File: config.mk
export PLATFORM = sky130hd
export DESIGN_NAME = gcd_stream_engine
export DESIGN_NICKNAME = d
export VERILOG_FILES = /design/src/rtl/gcd_pkg.sv /design/src/rtl/gcd_stein_step.sv /design/src/rtl/gcd_stream_engine.sv
export SDC_FILE = /design/constraint.sdc
export NUM_CORES = 1
export LEC_CHECK = 0
export ABC_CLOCK_PERIOD_IN_PS = 6500
export CAP_MARGIN = 20
export CORE_MARGIN = 10
export CORE_UTILIZATION = 32
export CTS_CLUSTER_SIZE = 25
export DETAILED_ROUTE_END_ITERATION = 8
export PLACE_DENSITY_LB_ADDON = 0.12
export SYNTH_ARGS = -nofsm -noshare
export SYNTH_HDL_FRONTEND = slang
export SYNTH_SLANG_ARGS = --single-unit
File: constraint.sdc
create_clock -name clk_i -period 6.5 [get_ports clk_i]
set_input_delay 1.95 -clock clk_i [delete_from_list [all_inputs] [get_ports clk_i]]
set_output_delay 1.95 -clock clk_i [all_outputs]
set_load 0.05 [all_outputs]
File: src/rtl/gcd_pkg.sv
// Shared types and helpers for the streaming binary-GCD engine.
package gcd_pkg;

  typedef enum logic [1:0] {
    IDLE   = 2'd0,
    REDUCE = 2'd1,
    DONE   = 2'd2
  } gcd_state_e;

  // Worst case is 2*DATA_WIDTH+1 reduce cycles, so this width never saturates in practice.
  function automatic int unsigned gcd_cnt_width(input int unsigned data_width);
    return $clog2(2 * data_width + 2);
  endfunction

endpackage

File: src/rtl/gcd_stein_step.sv
// One combinational step of the binary (Stein) GCD reduction.
module gcd_stein_step #(
  parameter int unsigned DATA_WIDTH = 16,
  parameter int unsigned K_WIDTH    = 4
) (
  input  logic [DATA_WIDTH-1:0] a,
  input  logic [DATA_WIDTH-1:0] b,
  input  logic [K_WIDTH-1:0]    k,
  output logic [DATA_WIDTH-1:0] a_next,
  output logic [DATA_WIDTH-1:0] b_next,
  output logic [K_WIDTH-1:0]    k_next,
  output logic                  done
);

  always_comb begin
    a_next = a;
    b_next = b;
    k_next = k;
    done   = 1'b0;
    if (a == '0 || b == '0) begin
      done = 1'b1;
    end else if (!a[0] && !b[0]) begin
      a_next = a >> 1;
      b_next = b >> 1;
      k_next = k + K_WIDTH'(1);
    end else if (!a[0]) begin
      a_next = a >> 1;
    end else if (!b[0]) begin
      b_next = b >> 1;
    end else if (a >= b) begin
      // Both odd: the difference is even, so halving it keeps one step per cycle.
      a_next = (a - b) >> 1;
    end else begin
      b_next = (b - a) >> 1;
    end
  end

endmodule

File: src/rtl/gcd_stream_engine.sv
// Streaming binary-GCD engine with valid/ready request and result handshakes.
// Optional reduce-cycle counter on cycles_o when GCD_STREAM_CYCLES_EN is defined.
module gcd_stream_engine
  import gcd_pkg::*;
#(
  parameter  int unsigned DATA_WIDTH = 16,
  parameter  int unsigned TAG_WIDTH  = 4,
  localparam int unsigned CNT_WIDTH  = gcd_cnt_width(DATA_WIDTH)
) (
  input  logic                  clk_i,
  input  logic                  reset_i,
  input  logic                  in_valid_i,
  output logic                  in_ready_o,
  input  logic [DATA_WIDTH-1:0] operand_a_i,
  input  logic [DATA_WIDTH-1:0] operand_b_i,
  input  logic [TAG_WIDTH-1:0]  tag_i,
  output logic                  out_valid_o,
  input  logic                  out_ready_i,
  output logic [DATA_WIDTH-1:0] gcd_o,
  output logic [TAG_WIDTH-1:0]  tag_o,
  output logic [CNT_WIDTH-1:0]  cycles_o
);

  localparam int unsigned K_WIDTH = $clog2(DATA_WIDTH);

  gcd_state_e            state_q;
  logic [DATA_WIDTH-1:0] a_q, b_q, gcd_q;
  logic [K_WIDTH-1:0]    k_q;
  logic [TAG_WIDTH-1:0]  tag_q;

  logic [DATA_WIDTH-1:0] a_next, b_next;
  logic [K_WIDTH-1:0]    k_next;
  logic                  done;

  gcd_stein_step #(
    .DATA_WIDTH (DATA_WIDTH),
    .K_WIDTH    (K_WIDTH)
  ) u_step (
    .a      (a_q),
    .b      (b_q),
    .k      (k_q),
    .a_next (a_next),
    .b_next (b_next),
    .k_next (k_next),
    .done   (done)
  );

  always_ff @(posedge clk_i or posedge reset_i) begin
    if (reset_i) begin
      state_q <= IDLE;
      a_q     <= '0;
      b_q     <= '0;
      k_q     <= '0;
      tag_q   <= '0;
      gcd_q   <= '0;
    end else begin
      case (state_q)
        IDLE: begin
          if (in_valid_i) begin
            a_q     <= operand_a_i;
            b_q     <= operand_b_i;
            k_q     <= '0;
            tag_q   <= tag_i;
            state_q <= REDUCE;
          end
        end
        REDUCE: begin
          if (done) begin
            gcd_q   <= (a_q | b_q) << k_q;
            state_q <= DONE;
          end else begin
            a_q <= a_next;
            b_q <= b_next;
            k_q <= k_next;
          end
        end
        DONE: begin
          if (out_ready_i) begin
            state_q <= IDLE;
          end
        end
        default: state_q <= IDLE;
      endcase
    end
  end

  // Pure decodes of the state register, so no input reaches an output combinationally.
  always_comb begin
    in_ready_o  = (state_q == IDLE);
    out_valid_o = (state_q == DONE);
    gcd_o       = gcd_q;
    tag_o       = tag_q;
  end

`ifdef GCD_STREAM_CYCLES_EN
  logic [CNT_WIDTH-1:0] cnt_q, cnt_inc, cycles_q;

  always_comb begin
    cnt_inc = (cnt_q == '1) ? cnt_q : cnt_q + CNT_WIDTH'(1);
  end

  always_ff @(posedge clk_i or posedge reset_i) begin
    if (reset_i) begin
      cnt_q    <= '0;
      cycles_q <= '0;
    end else if (state_q == IDLE && in_valid_i) begin
      cnt_q <= '0;
    end else if (state_q == REDUCE) begin
      cnt_q <= cnt_inc;
      if (done) begin
        cycles_q <= cnt_inc;
      end
    end
  end

  always_comb begin
    cycles_o = cycles_q;
  end
`else
  always_comb begin
    cycles_o = '0;
  end
`endif

endmodule

# ---- Word level (Yosys, flattened, before mapping)
# Cells that the tools add are included.
# W data, S select, Z words.
dict set report totals {
  wordCells 68
  reg_bits 58
  in_bits 40
}
dict set report op_classes {
  n_eq_ne 12
  bitwise 1
  shifts 1
  add_sub_neg 3
  n_reduce_logical 16
  muxes 26
  order_cmp 1
}
# operator n
set ops {}
lappend ops {{$mux W16} 14}
lappend ops {{$pmux W16 S2} 2}
lappend ops {{$logic_not A16 Y1} 2}
lappend ops {{$sub A16 B16 Y16} 2}
lappend ops {{$ge A16 B16 Y1} 1}
lappend ops {{$mux W4} 4}
lappend ops {{$or A16 B16 Y16} 1}
lappend ops {{$shl A16 B4 Y16} 1}
lappend ops {{$reduce_and A6 Y1} 2}
lappend ops {{$reduce_and A5 Y1} 2}
lappend ops {{$ne A2 B2 Y1 const B} 4}
lappend ops {{$ne A4 B3 Y1 const B} 2}
lappend ops {{$pmux W4 S2} 1}
lappend ops {{$mux W2} 3}
lappend ops {{$pmux W2 S3} 1}
lappend ops {{$add A4 B1 Y4 const B} 1}
lappend ops {{$ne A2 B1 Y1 const B} 2}
lappend ops {{$ne A4 B2 Y1 const B} 1}
lappend ops {{$reduce_and A2 Y1} 2}
lappend ops {{$reduce_and A4 Y1} 1}
lappend ops {{$ne A3 B2 Y1 const B} 1}
lappend ops {{$reduce_and A3 Y1} 1}
lappend ops {{$eq A2 B1 Y1 const B} 1}
lappend ops {{$eq A2 B2 Y1 const B} 1}
lappend ops {{6 further kinds} 7}

# ---- Logic depth before layout (Yosys ltp)
# Gate-level depths: netlist of the first run.
dict set report logic_depth {
  word_depth 8
  depth_mapped 13
  ltp_nobuf 11
}

# ---- Modules after synthesis
# From an unflattened synthesis of the first run, not the netlist that was laid out.
dict set report hier_totals {
  cells_unflattened 742
  area_unflattened_um2 5700.5
}
# mod seq_area_each_um2 instances cells_each area_per_inst_um2
set modules_own_cells {}
lappend modules_own_cells {gcd_stream_engine 1451.4 1 365 3095.5}
lappend modules_own_cells {gcd_stein_step 0.0 1 377 2605.0}

# ---- Worst setup path before layout of the first run
# Ideal clock, no wire load.
dict set report synth_path {
  path_type {input -> register}
  startpoint {in in_valid_i}
  endpoint {reg a_q[11]}
  setup_slack_ns 3.404
  required_time_ns 6.408
  n_path_buf 2
  arrival_time_ns 3.004
  cell_stages 6
  setup_time_ns 0.092
  path_cell_list {and2_1 -> clkbuf_1 -> nand2b_1 -> o211ai_1 -> buf_2 -> o31ai_2}
}
dict set report synth_via {
  elab_chain_cells 2
}
# element line_no
set synth_rtl {}
lappend synth_rtl {{start: declaration} gcd_stream_engine.sv:12} ;# input logic in_valid_i,
lappend synth_rtl {{$ne A2 B2 Y1 (no line)} --}
lappend synth_rtl {{$reduce_and A6 Y1 (no line)} --}
lappend synth_rtl {{end signal: assignment} gcd_stream_engine.sv:60} ;# a_q <= operand_a_i;
lappend synth_rtl {{end signal: assignment} gcd_stream_engine.sv:72} ;# a_q <= a_next;
lappend synth_rtl {{end: declaration} gcd_stream_engine.sv:27} ;# logic [DATA_WIDTH-1:0] a_q, b_q, gcd_q;
# Every way passes these cells.
# A chain may end at the register's enable or synchronous reset.

# ---- Final worst setup path of the first run
dict set report layout_path {
  startpoint {reg a_q[6]}
  endpoint {reg b_q[11]}
}
dict set report layout_via {
  elab_chain_cells 8
}
# element line_no
set layout_rtl {}
lappend layout_rtl {{$sub A16 B16 Y16} gcd_stein_step.sv:34} ;# b_next = (b - a) >> 1;
lappend layout_rtl {{$mux W16} gcd_stein_step.sv:30} ;# end else if (a >= b) begin
lappend layout_rtl {{$mux W16} gcd_stein_step.sv:28} ;# end else if (!b[0]) begin
lappend layout_rtl {{$mux W16} gcd_stein_step.sv:26} ;# end else if (!a[0]) begin
lappend layout_rtl {{$mux W16} gcd_stein_step.sv:22} ;# end else if (!a[0] && !b[0]) begin
lappend layout_rtl {{$mux W16} gcd_stein_step.sv:20} ;# if (a == '0 || b == '0) begin
lappend layout_rtl {{$mux W16} gcd_stream_engine.sv:68} ;# if (done) begin
lappend layout_rtl {{$pmux W16 S2} gcd_stream_engine.sv:57} ;# case (state_q)
lappend layout_rtl {{end signal: assignment} gcd_stream_engine.sv:61} ;# b_q <= operand_b_i;
lappend layout_rtl {{end signal: assignment} gcd_stream_engine.sv:73} ;# b_q <= b_next;
lappend layout_rtl {{end: declaration} gcd_stream_engine.sv:27}
# Several ways; a longest one is shown, not always the timed one. The select of a mux whose other input is x is not followed.

==> summary.txt, run 1 <==
outcome - completed
crit path kind - reg2reg
Seq cells post-synth - 58
Worst EP required - 6.70 ns
synth top area cells - dfrtp_1 28%, ha_1 12%, nand2_1 5.4%
clock latency on the worst-skew pair - 0.34 ns
total track usage - 14.6%
Die Y - 148 um
I/O Pins - 68
CTS clock-pin slew for the worst setup and hold paths - 0.06 ns
vias in the first global route - 4,667
ys async rst share - 100%
leading area contributor after synthesis - dfrtp_1
TritonCTS Buffers - 9
Post-DRT Antenna Nets - 0
flop2flop setup slack - 2.68 ns
grt ovf - 0
Die Area - 21,800 um2
most frequent cell after synthesis - nand2_1
share of the synthesized area in the top cell type - 27.9%
setup violators final - 0
Fin. Hold Viols - 0
# diodes - 0
Warnings, synthesis - 0
worst min path class - reg2reg
first-pass GRT wire length - 25,700 um
Filler cells - 1,655
clock sink total - 58
Post-CTS Resized - 0
Critical Path AT - 4.02 ns
RePlAce Congestion - 0.866
mean routed wirelength per cell - 17.9 um
Post-CTS Setup Inserts - 0
Root Driver - clkbuf_16
Via density - 5.17
Synth Flop Type - dfrtp_1
Initial Util - 32.7%
RSZ-0062 raised after global routing - no
fin. max-slew vios - 0
MaxCap Viol Count - 0
DP HPWL - 12,000 um
total number of vias - 4,592
layout cells sized above 1 - 7.43%
largest net degree at the start of global routing - 59
Reg2Reg Depth - 9
crit path capture - b_q[11]$_DFFE_PP0P_
CTS max path bufs - 2
min Tclk post-route - 3.82 ns
Worst Setup End Kind - register
starting DRC count in detailed routing - 318
Clock Skew - 0.00627 ns
Detailed Routing Iterations Pass 1 - 7
Die W - 148 um
Crit Reg-Reg Endpoint - b_q[11]$_DFFE_PP0P_
Slew HR - 31.2%
Syn Area/Cell - 8.22 um2
Crit Path Max Fanout - 29
DRT Wirelength - 15,900 um
Site Rows - 46
setup_tns - 0 ns
port bufs - 61
H-tree depth - 3
critical path startpoint category - register
initial antenna violation count - 0
Seq/Total Area, Yosys - 27.9%
residual DRC count - 0
synth cell count leaders - 75 x nand2_1, 58 x dfrtp_1, 50 x inv_1
origin of the worst setup path - a_q[6]$_DFFE_PP0P_
worst reg2reg startpoint - a_q[6]$_DFFE_PP0P_
Cell variety after synth - 60
Post-Syn Area - 5210 um2
Area Growth Syn to Fin - 19.9%
Post-synth EDFFs - 0
CTS tree - built
Slew @ Worst Pin - 1.03 ns
Syn Inst Count - 634
CTS hold repair buffers - 0
Final nets - 759
Util after Layout - 39.2%
core area - 15,900 um2
crit share post-route - 58.7%
max frequency - 262 MHz
how the worst min path moves through the flow:
stage | endpoint | depth (start not counted) | from | slack, ns
5_1_grt | gcd_o[7]$_DFFE_PP0P_ | 2 | gcd_o[7]$_DFFE_PP0P_ | 0.49
2_1_floorplan | b_q[15]$_DFFE_PP0P_ | 1 | b_q[15]$_DFFE_PP0P_ | 0.51
6_report | gcd_o[0]$_DFFE_PP0P_ | 2 | gcd_o[0]$_DFFE_PP0P_ | 0.47
3_3_place_gp | gcd_o[0]$_DFFE_PP0P_ | 2 | gcd_o[0]$_DFFE_PP0P_ | 0.46
3_5_place_dp | gcd_o[0]$_DFFE_PP0P_ | 2 | gcd_o[0]$_DFFE_PP0P_ | 0.46
4_1_cts | gcd_o[0]$_DFFE_PP0P_ | 2 | gcd_o[0]$_DFFE_PP0P_ | 0.47
worst max-delay path: stages, from the launching register on:
cell and delay (ns):
dfrtp_1 0.44, inv_1 0.10, ha_1 0.44, or4_4 0.58, or3_1 0.37, a21oi_2 0.13, nor4_2 0.08, nor2_1 0.67
a31o_2 0.68, o31ai_1 0.17
state kept, by name, summed over array words and instances (netlist names):
signal	cells
state_q	2
gcd_o	16
tag_o	4
a_q	16
k_q	4
b_q	16
through the flow:
stage	hold slack, ns	area (um2)	worst slack (ns)	cells
after floorplan	0.510	5230	3.12	639
after global placement	0.461	5910	2.70	872
after detailed placement	0.461	5910	2.67	872
after global routing	0.492	6250	2.43	889
final	0.468	6250	2.68	889
after CTS	0.475	6230	2.66	888
layout by cell type, fill, tap and decap left out, types with 3 or more instances in the layout:
cell | netlist | final
a211oi_1 | 8 | 8
a21oi_1 | 44 | 44
a221o_1 | 10 | 10
a221oi_1 | 14 | 14
and2_1 | 3 | 3
buf_4 | 7 | 4
clkbuf_16 | 0 | 9
clkdlybuf4s50_1 | 0 | 61
conb_1 | 1 | 6
dfrtp_1 | 58 | 58
ha_1 | 49 | 49
inv_1 | 50 | 49
inv_2 | 4 | 5
mux2_2 | 11 | 11
mux2i_1 | 15 | 15
nand2_1 | 75 | 75
nand2b_1 | 12 | 12
nand4_1 | 3 | 3
nor2_1 | 39 | 39
nor2b_1 | 7 | 6
nor3_1 | 3 | 3
nor4_1 | 13 | 13
o211ai_1 | 3 | 3
o21ai_0 | 31 | 31
o21ai_1 | 29 | 29
o21bai_1 | 6 | 6
o31ai_1 | 24 | 24
o31ai_2 | 4 | 4
o41ai_1 | 4 | 4
or3_1 | 3 | 3
xnor2_1 | 26 | 26
xor2_1 | 4 | 4
per-layer routing:
metal / GRT usage [%] / wire length, um / share of wire [%] / vias to the layer above
met3: 3.14 / 787 / 4.9 / 20
li1: - / - / - / 2295
met4: 5.20 / 305 / 1.9 / 0
met2: 23.8 / 7330 / 46 / 109
met1: 18.7 / 7520 / 47 / 2168
met5: 0 / 0 / 0 / -
area by class of cell:
| class | instances | area [um2] | share of cell area (%) |
|---|---|---|---|
| clock buffer | 11 | 243 | 3.89 |
| clock inverter | 5 | 77.6 | 1.24 |
| inverter | 54 | 203 | 3.24 |
| multi-input combinational | 479 | 3350 | 53.6 |
| sequential | 58 | 1450 | 23.2 |
| tap | 216 | 270 | 4.33 |
| timing repair buffer | 66 | 656 | 10.5 |
logic make-up after synthesis:
family	after synthesis	share of synthesized area [%]
DFF	58	27.9
xor gates and xnor gates	30	5.04
other	1	0.0720
adders and majority gates	51	12.5
muxes	27	5.69
buffers and inverters	102	8.31
and+or+nand+nor	166	14.9
AOI/OAI and AO/OA	199	25.6
Power of run 1 is left out: the tool's default activity adds up to more than one toggle a clock period on the data nets, which glitch-free logic cannot reach.
==> run 2: changes to the inputs <==
--- a/config.mk
+++ b/config.mk
@@ -5,7 +5,7 @@
 export SDC_FILE = /design/constraint.sdc
 export NUM_CORES = 1
 export LEC_CHECK = 0
-export ABC_CLOCK_PERIOD_IN_PS = 6500
+export ABC_CLOCK_PERIOD_IN_PS = 4010
 export CAP_MARGIN = 20
 export CORE_MARGIN = 10
 export CORE_UTILIZATION = 32
==> constraint.sdc (replaced) <==
create_clock -name clk_i -period 4.01 [get_ports clk_i]
set_input_delay 1.203 -clock clk_i [delete_from_list [all_inputs] [get_ports clk_i]]
set_output_delay 1.203 -clock clk_i [all_outputs]
set_load 0.05 [all_outputs]
==> run 2 against run 1 <==
Global-route usage rose by 0.11 points. Non-clock buffer count rose by 6. Design area rose by 0.18%. Critical endpoint is now b_q[13]$_DFFE_PP0P_. Maximum frequency rose by 12%. Sequential share of layout area barely moved. Count of clock-buffer cells in the layout fell by 1. Routed wire length rose by 0.50%. Die area did not move. Sequential cell count did not move.
==> summary.txt, run 2 (synthesis gave the netlist of run 1 again) <==
outcome - completed
DRT Wirelength - 16,000 um
Die W - 148 um
worst reg2reg startpoint - b_q[7]$_DFFE_PP0P_
RePlAce Congestion - 0.965
Clock Skew - 0.00752 ns
origin of the worst setup path - b_q[7]$_DFFE_PP0P_
Post-CTS Resized - 0
MaxCap Viol Count - 0
Reg2Reg Depth - 9
Worst EP required - 4.21 ns
Die Y - 148 um
crit share post-route - 84.7%
Worst path depth - 9
Final nets - 765
I/O Pins - 68
critical path startpoint category - register
Initial Util - 32.7%
residual DRC count - 0
vias in the first global route - 4,681
setup_tns - 0 ns
grt ovf - 0
Detailed Routing Iterations Pass 1 - 5
M1 GR Usage - 19.2%
most frequent cells in the layout - 75 x nand2_1, 61 x clkdlybuf4s50_1, 58 x dfrtp_1
commonest non-fill, non-tap cell in the layout - nand2_1
Critical path buffers and inverters - 1
largest net degree at the start of global routing - 34
pre-CTS WS - 0.606 ns
Critical Path AT - 3.60 ns
Non-Filler Instances - 895
cell count after placement - 879
TritonCTS Buffers - 9
clock latency on the worst-skew pair - 0.35 ns
RSZ-0062 raised after global routing - no
CTS tree - built
starting DRC count in detailed routing - 287
total number of vias - 4,642
CTS hold repair buffers - 0
initial antenna violation count - 0
total track usage - 14.7%
grt peak-use layer - met2
Site Rows - 46
Area Growth Syn to Fin - 20.1%
crit-path max cell delay - 0.59 ns
H-tree depth - 3
delay-heaviest family, CP - simple AND/OR/NAND/NOR gates
worst setup margin - 0.615 ns
Post-CTS Setup Inserts - 0
Root Driver - clkbuf_16
hold path depth - 2
Post-DRT Antenna Nets - 0
Slew HR - 47.1%
max frequency - 295 MHz
CTS max path bufs - 2
Via density - 5.19
CTS clock-pin slew for the worst setup and hold paths - 0.05 ns
mean routed wirelength per cell - 17.9 um
met2 GRT Util - 23.7%
fin. max-slew vios - 0
Crit Path Max Fanout - 29
Hold Startpoint - gcd_o[7]$_DFFE_PP0P_
M3 GR Usage - 3.60%
crit path kind - reg2reg
setup violators final - 0
first-pass GRT wire length - 25,800 um
min Tclk post-route - 3.39 ns
critical-path cell list - inv_1, ha_1, or4_4, or3_1, a21oi_2, nor4_2, nor2_1, a31o_2, o31ai_1
worst min path class - reg2reg
crit path max-delay cell type - or4_4
Die Area - 21,800 um2
clock sink total - 58
DP HPWL - 12,600 um
Slew @ Worst Pin - 0.793 ns
# diodes - 0
Fin. Hold Viols - 0
layout cells sized above 1 - 8.39%
core area - 15,900 um2
Worst Setup End Kind - register
port bufs - 61
[run 2: cell count changes in the layout (fill, tap and decap cells not counted), sizes merged]
cell / change
clkinvlp: +1
buf: +6
clkinv: +2
bufinv: -2
clkbuf: -1
[run 2: worst paths after layout]
kind / end / slack, ns
setup / recovery: b_q[13]$_DFFE_PP0P_ / 0.62
hold / removal: gcd_o[7]$_DFFE_PP0P_ / 0.47
setup reg to reg: b_q[13]$_DFFE_PP0P_ / 0.62
hold reg to reg: gcd_o[7]$_DFFE_PP0P_ / 0.47
max in group asynchronous: b_q[2]$_DFFE_PP0P_ / 2.13
min in group asynchronous: gcd_o[10]$_DFFE_PP0P_ / 1.28
[run 2: final cells by class]
cell class                      instances  area (um2)
Multi-Input combinational cell        479        3350
Timing Repair Buffer                   72         706
Clock inverter                          6        42.5
Sequential cell                        58        1450
Fill cell                            1630        9680
Clock buffer                           10         239
Inverter                               54         203
Tap cell                              216         270
[run 2: worst register-to-register path: stages (launching register included)]
cell	delay [ns]
dfrtp_1	0.46
inv_1	0.10
ha_1	0.39
or4_4	0.59
or3_1	0.36
a21oi_2	0.13
nor4_2	0.08
nor2_1	0.39
a31o_2	0.58
o31ai_1	0.17
[run 2: layer usage]
layer	up-vias	share of wire, %
met1	2181	48
met2	126	46
li1	2319	-
met5	-	0
met3	16	4.8
met4	0	1.5
[run 2: metrics by stage]
stage               utilization [%]  cell area, um2  hold slack (ns)
CTS                            39.3            6260            0.477
floorplan                         -            5230            0.510
detailed placement             37.5            5980            0.462
global route                   39.3            6260            0.491
global placement               37.5            5980            0.458
finish                         39.3            6260            0.469
Power of run 2 is left out for the same reason.
==> run 3: changes to the inputs <==
--- a/config.mk
+++ b/config.mk
@@ -5,7 +5,7 @@
 export SDC_FILE = /design/constraint.sdc
 export NUM_CORES = 1
 export LEC_CHECK = 0
-export ABC_CLOCK_PERIOD_IN_PS = 4010
+export ABC_CLOCK_PERIOD_IN_PS = 3350
 export CAP_MARGIN = 20
 export CORE_MARGIN = 10
 export CORE_UTILIZATION = 32
==> constraint.sdc (replaced) <==
create_clock -name clk_i -period 3.35 [get_ports clk_i]
set_input_delay 1.005 -clock clk_i [delete_from_list [all_inputs] [get_ports clk_i]]
set_output_delay 1.005 -clock clk_i [all_outputs]
set_load 0.05 [all_outputs]
==> run 3 against run 2 <==
Via count up 2.0%. Global-route usage up 0.42 points. Core utilization up 1.6 points. Cell count up 2.5%. First-iteration DRC count down 8.7%. Routed wire length up 2.7%. Clock skew about the same.
==> summary.txt, run 3 (synthesis gave the netlist of run 1 again) <==
outcome - completed
Detailed Routing Iterations Pass 1 - 5
first-pass GRT wire length - 26,600 um
largest net degree at the start of global routing - 34
Crit Reg-Reg Endpoint - b_q[9]$_DFFE_PP0P_
fin. max-slew vios - 0
commonest non-fill, non-tap cell in the layout - nand2_1
CTS tree - built
mean routed wirelength per cell - 17.9 um
H-tree depth - 3
Reg2Reg Depth - 11
I/O Pins - 68
Final nets - 788
most frequent cells in the layout - 75 x nand2_1, 61 x clkdlybuf4s50_1, 58 x dfrtp_1
TritonCTS Buffers - 9
Die Y - 148 um
# diodes - 0
grt ovf - 0
port bufs - 61
min Tclk post-route - 3.07 ns
Hold Startpoint - gcd_o[7]$_DFFE_PP0P_
Initial Util - 32.7%
DRT Wirelength - 16,500 um
max frequency - 326 MHz
Slew HR - 46.6%
DR top layer - met4
setup violators final - 0
residual DRC count - 0
Fin. Hold Viols - 0
DP HPWL - 13,200 um
clock latency on the worst-skew pair - 0.34 ns
RePlAce Congestion - 0.936
hold path depth - 2
Critical Path AT - 3.28 ns
starting DRC count in detailed routing - 262
critical path startpoint category - register
met3 routed WL - 826 um
total track usage - 15.1%
WL met2 - 7630 um
CTS max path bufs - 2
worst reg2reg startpoint - b_q[5]$_DFFE_PP0P_
Post-Route M1 WL - 7650 um
layout cells sized above 1 - 11.4%
Slew @ Worst Pin - 0.801 ns
initial antenna violation count - 0
crit path kind - reg2reg
worst min path class - reg2reg
Die W - 148 um
setup_tns - 0 ns
Post-DRT Antenna Nets - 0
crit share post-route - 91.5%
Hold Path Sink - gcd_o[7]$_DFFE_PP0P_
vias in the first global route - 4,903
Filler cells - 1,608
Clock Skew - 0.00707 ns
Die Area - 21,800 um2
MaxCap Viol Count - 0
CTS clock-pin slew for the worst setup and hold paths - 0.05 ns
Via density - 5.16
Area Growth Syn to Fin - 24.9%
Crit Path Max Fanout - 7
clock sink total - 58
core area - 15,900 um2
Root Driver - clkbuf_16
RSZ-0062 raised after global routing - no
total number of vias - 4,736
CTS hold repair buffers - 0
Worst Setup End Kind - register
flop2flop setup slack - 0.28 ns
Site Rows - 46
Worst EP required - 3.56 ns
-- run 3: cell types whose count changed in the layout (fill, tap and decap cells not counted), sizes merged --
| cell | before | now |
|---|---|---|
| buf | 11 | 34 |
| bufinv | 0 | 3 |
| clkinv | 4 | 1 |
| clkinvlp | 2 | 1 |
-- run 3: how the worst max path moves through the flow --
stage                     endpoint  slack [ns]                start  depth (start not counted)
2_1_floorplan   a_q[0]$_DFFE_PP0P_        0.49   a_q[6]$_DFFE_PP0P_                         12
3_3_place_gp   b_q[12]$_DFFE_PP0P_        0.27  b_q[10]$_DFFE_PP0P_                         11
3_5_place_dp   b_q[11]$_DFFE_PP0P_        0.19   b_q[5]$_DFFE_PP0P_                         11
4_1_cts        b_q[11]$_DFFE_PP0P_        0.16   b_q[5]$_DFFE_PP0P_                         11
5_1_grt         b_q[3]$_DFFE_PP0P_       0.007   a_q[2]$_DFFE_PP0P_                         11
6_report        b_q[9]$_DFFE_PP0P_        0.28   b_q[5]$_DFFE_PP0P_                         11
-- run 3: repair_timing --
| action | 4_1_cts | 5_1_grt |
|---|---|---|
| setup buffers | 0 | 0 |
| gates resized for setup | 0 | 1 |
| setup endpoints to repair | 0 | 12 |
-- run 3: metal layers --
metal,vias to the layer above,global-route usage [%]
met4,0,5.15
li1,2357,-
met3,21,3.48
met1,2231,19.2
met5,-,0
met2,127,24.8
-- run 3: final cells by class --
cell class,count,area (um2),share of cell area [%]
Tap cell,216,270,4.15
Inverter,54,203,3.12
Sequential cell,58,1450,22.3
Clock buffer,10,239,3.67
Timing Repair Buffer,95,891,13.7
Multi-Input combinational cell,479,3350,51.5
Clock inverter,5,103,1.58
-- run 3: metrics by stage --
stage	instances	instance area (um2)	util (%)	setup WS, ns	hold WS, ns
floorplan	639	5230	-	0.495	0.510
global placement	902	6160	38.7	0.273	0.459
detailed placement	902	6160	38.7	0.193	0.464
CTS	917	6500	40.8	0.159	0.476
global route	917	6510	40.8	0.00745	0.490
finish	917	6510	40.8	0.284	0.468
-- run 3: worst max-delay path: stages, from the launching register on --
cell	delay (ns)
dfrtp_1	0.43
inv_1	0.09
ha_1	0.34
or4_4	0.51
or3_1	0.36
a21oi_2	0.14
nor4_2	0.08
nor2_2	0.31
nor2_1	0.09
buf_4	0.18
a221oi_1	0.28
o31ai_1	0.12
Power of run 3 is left out for the same reason.
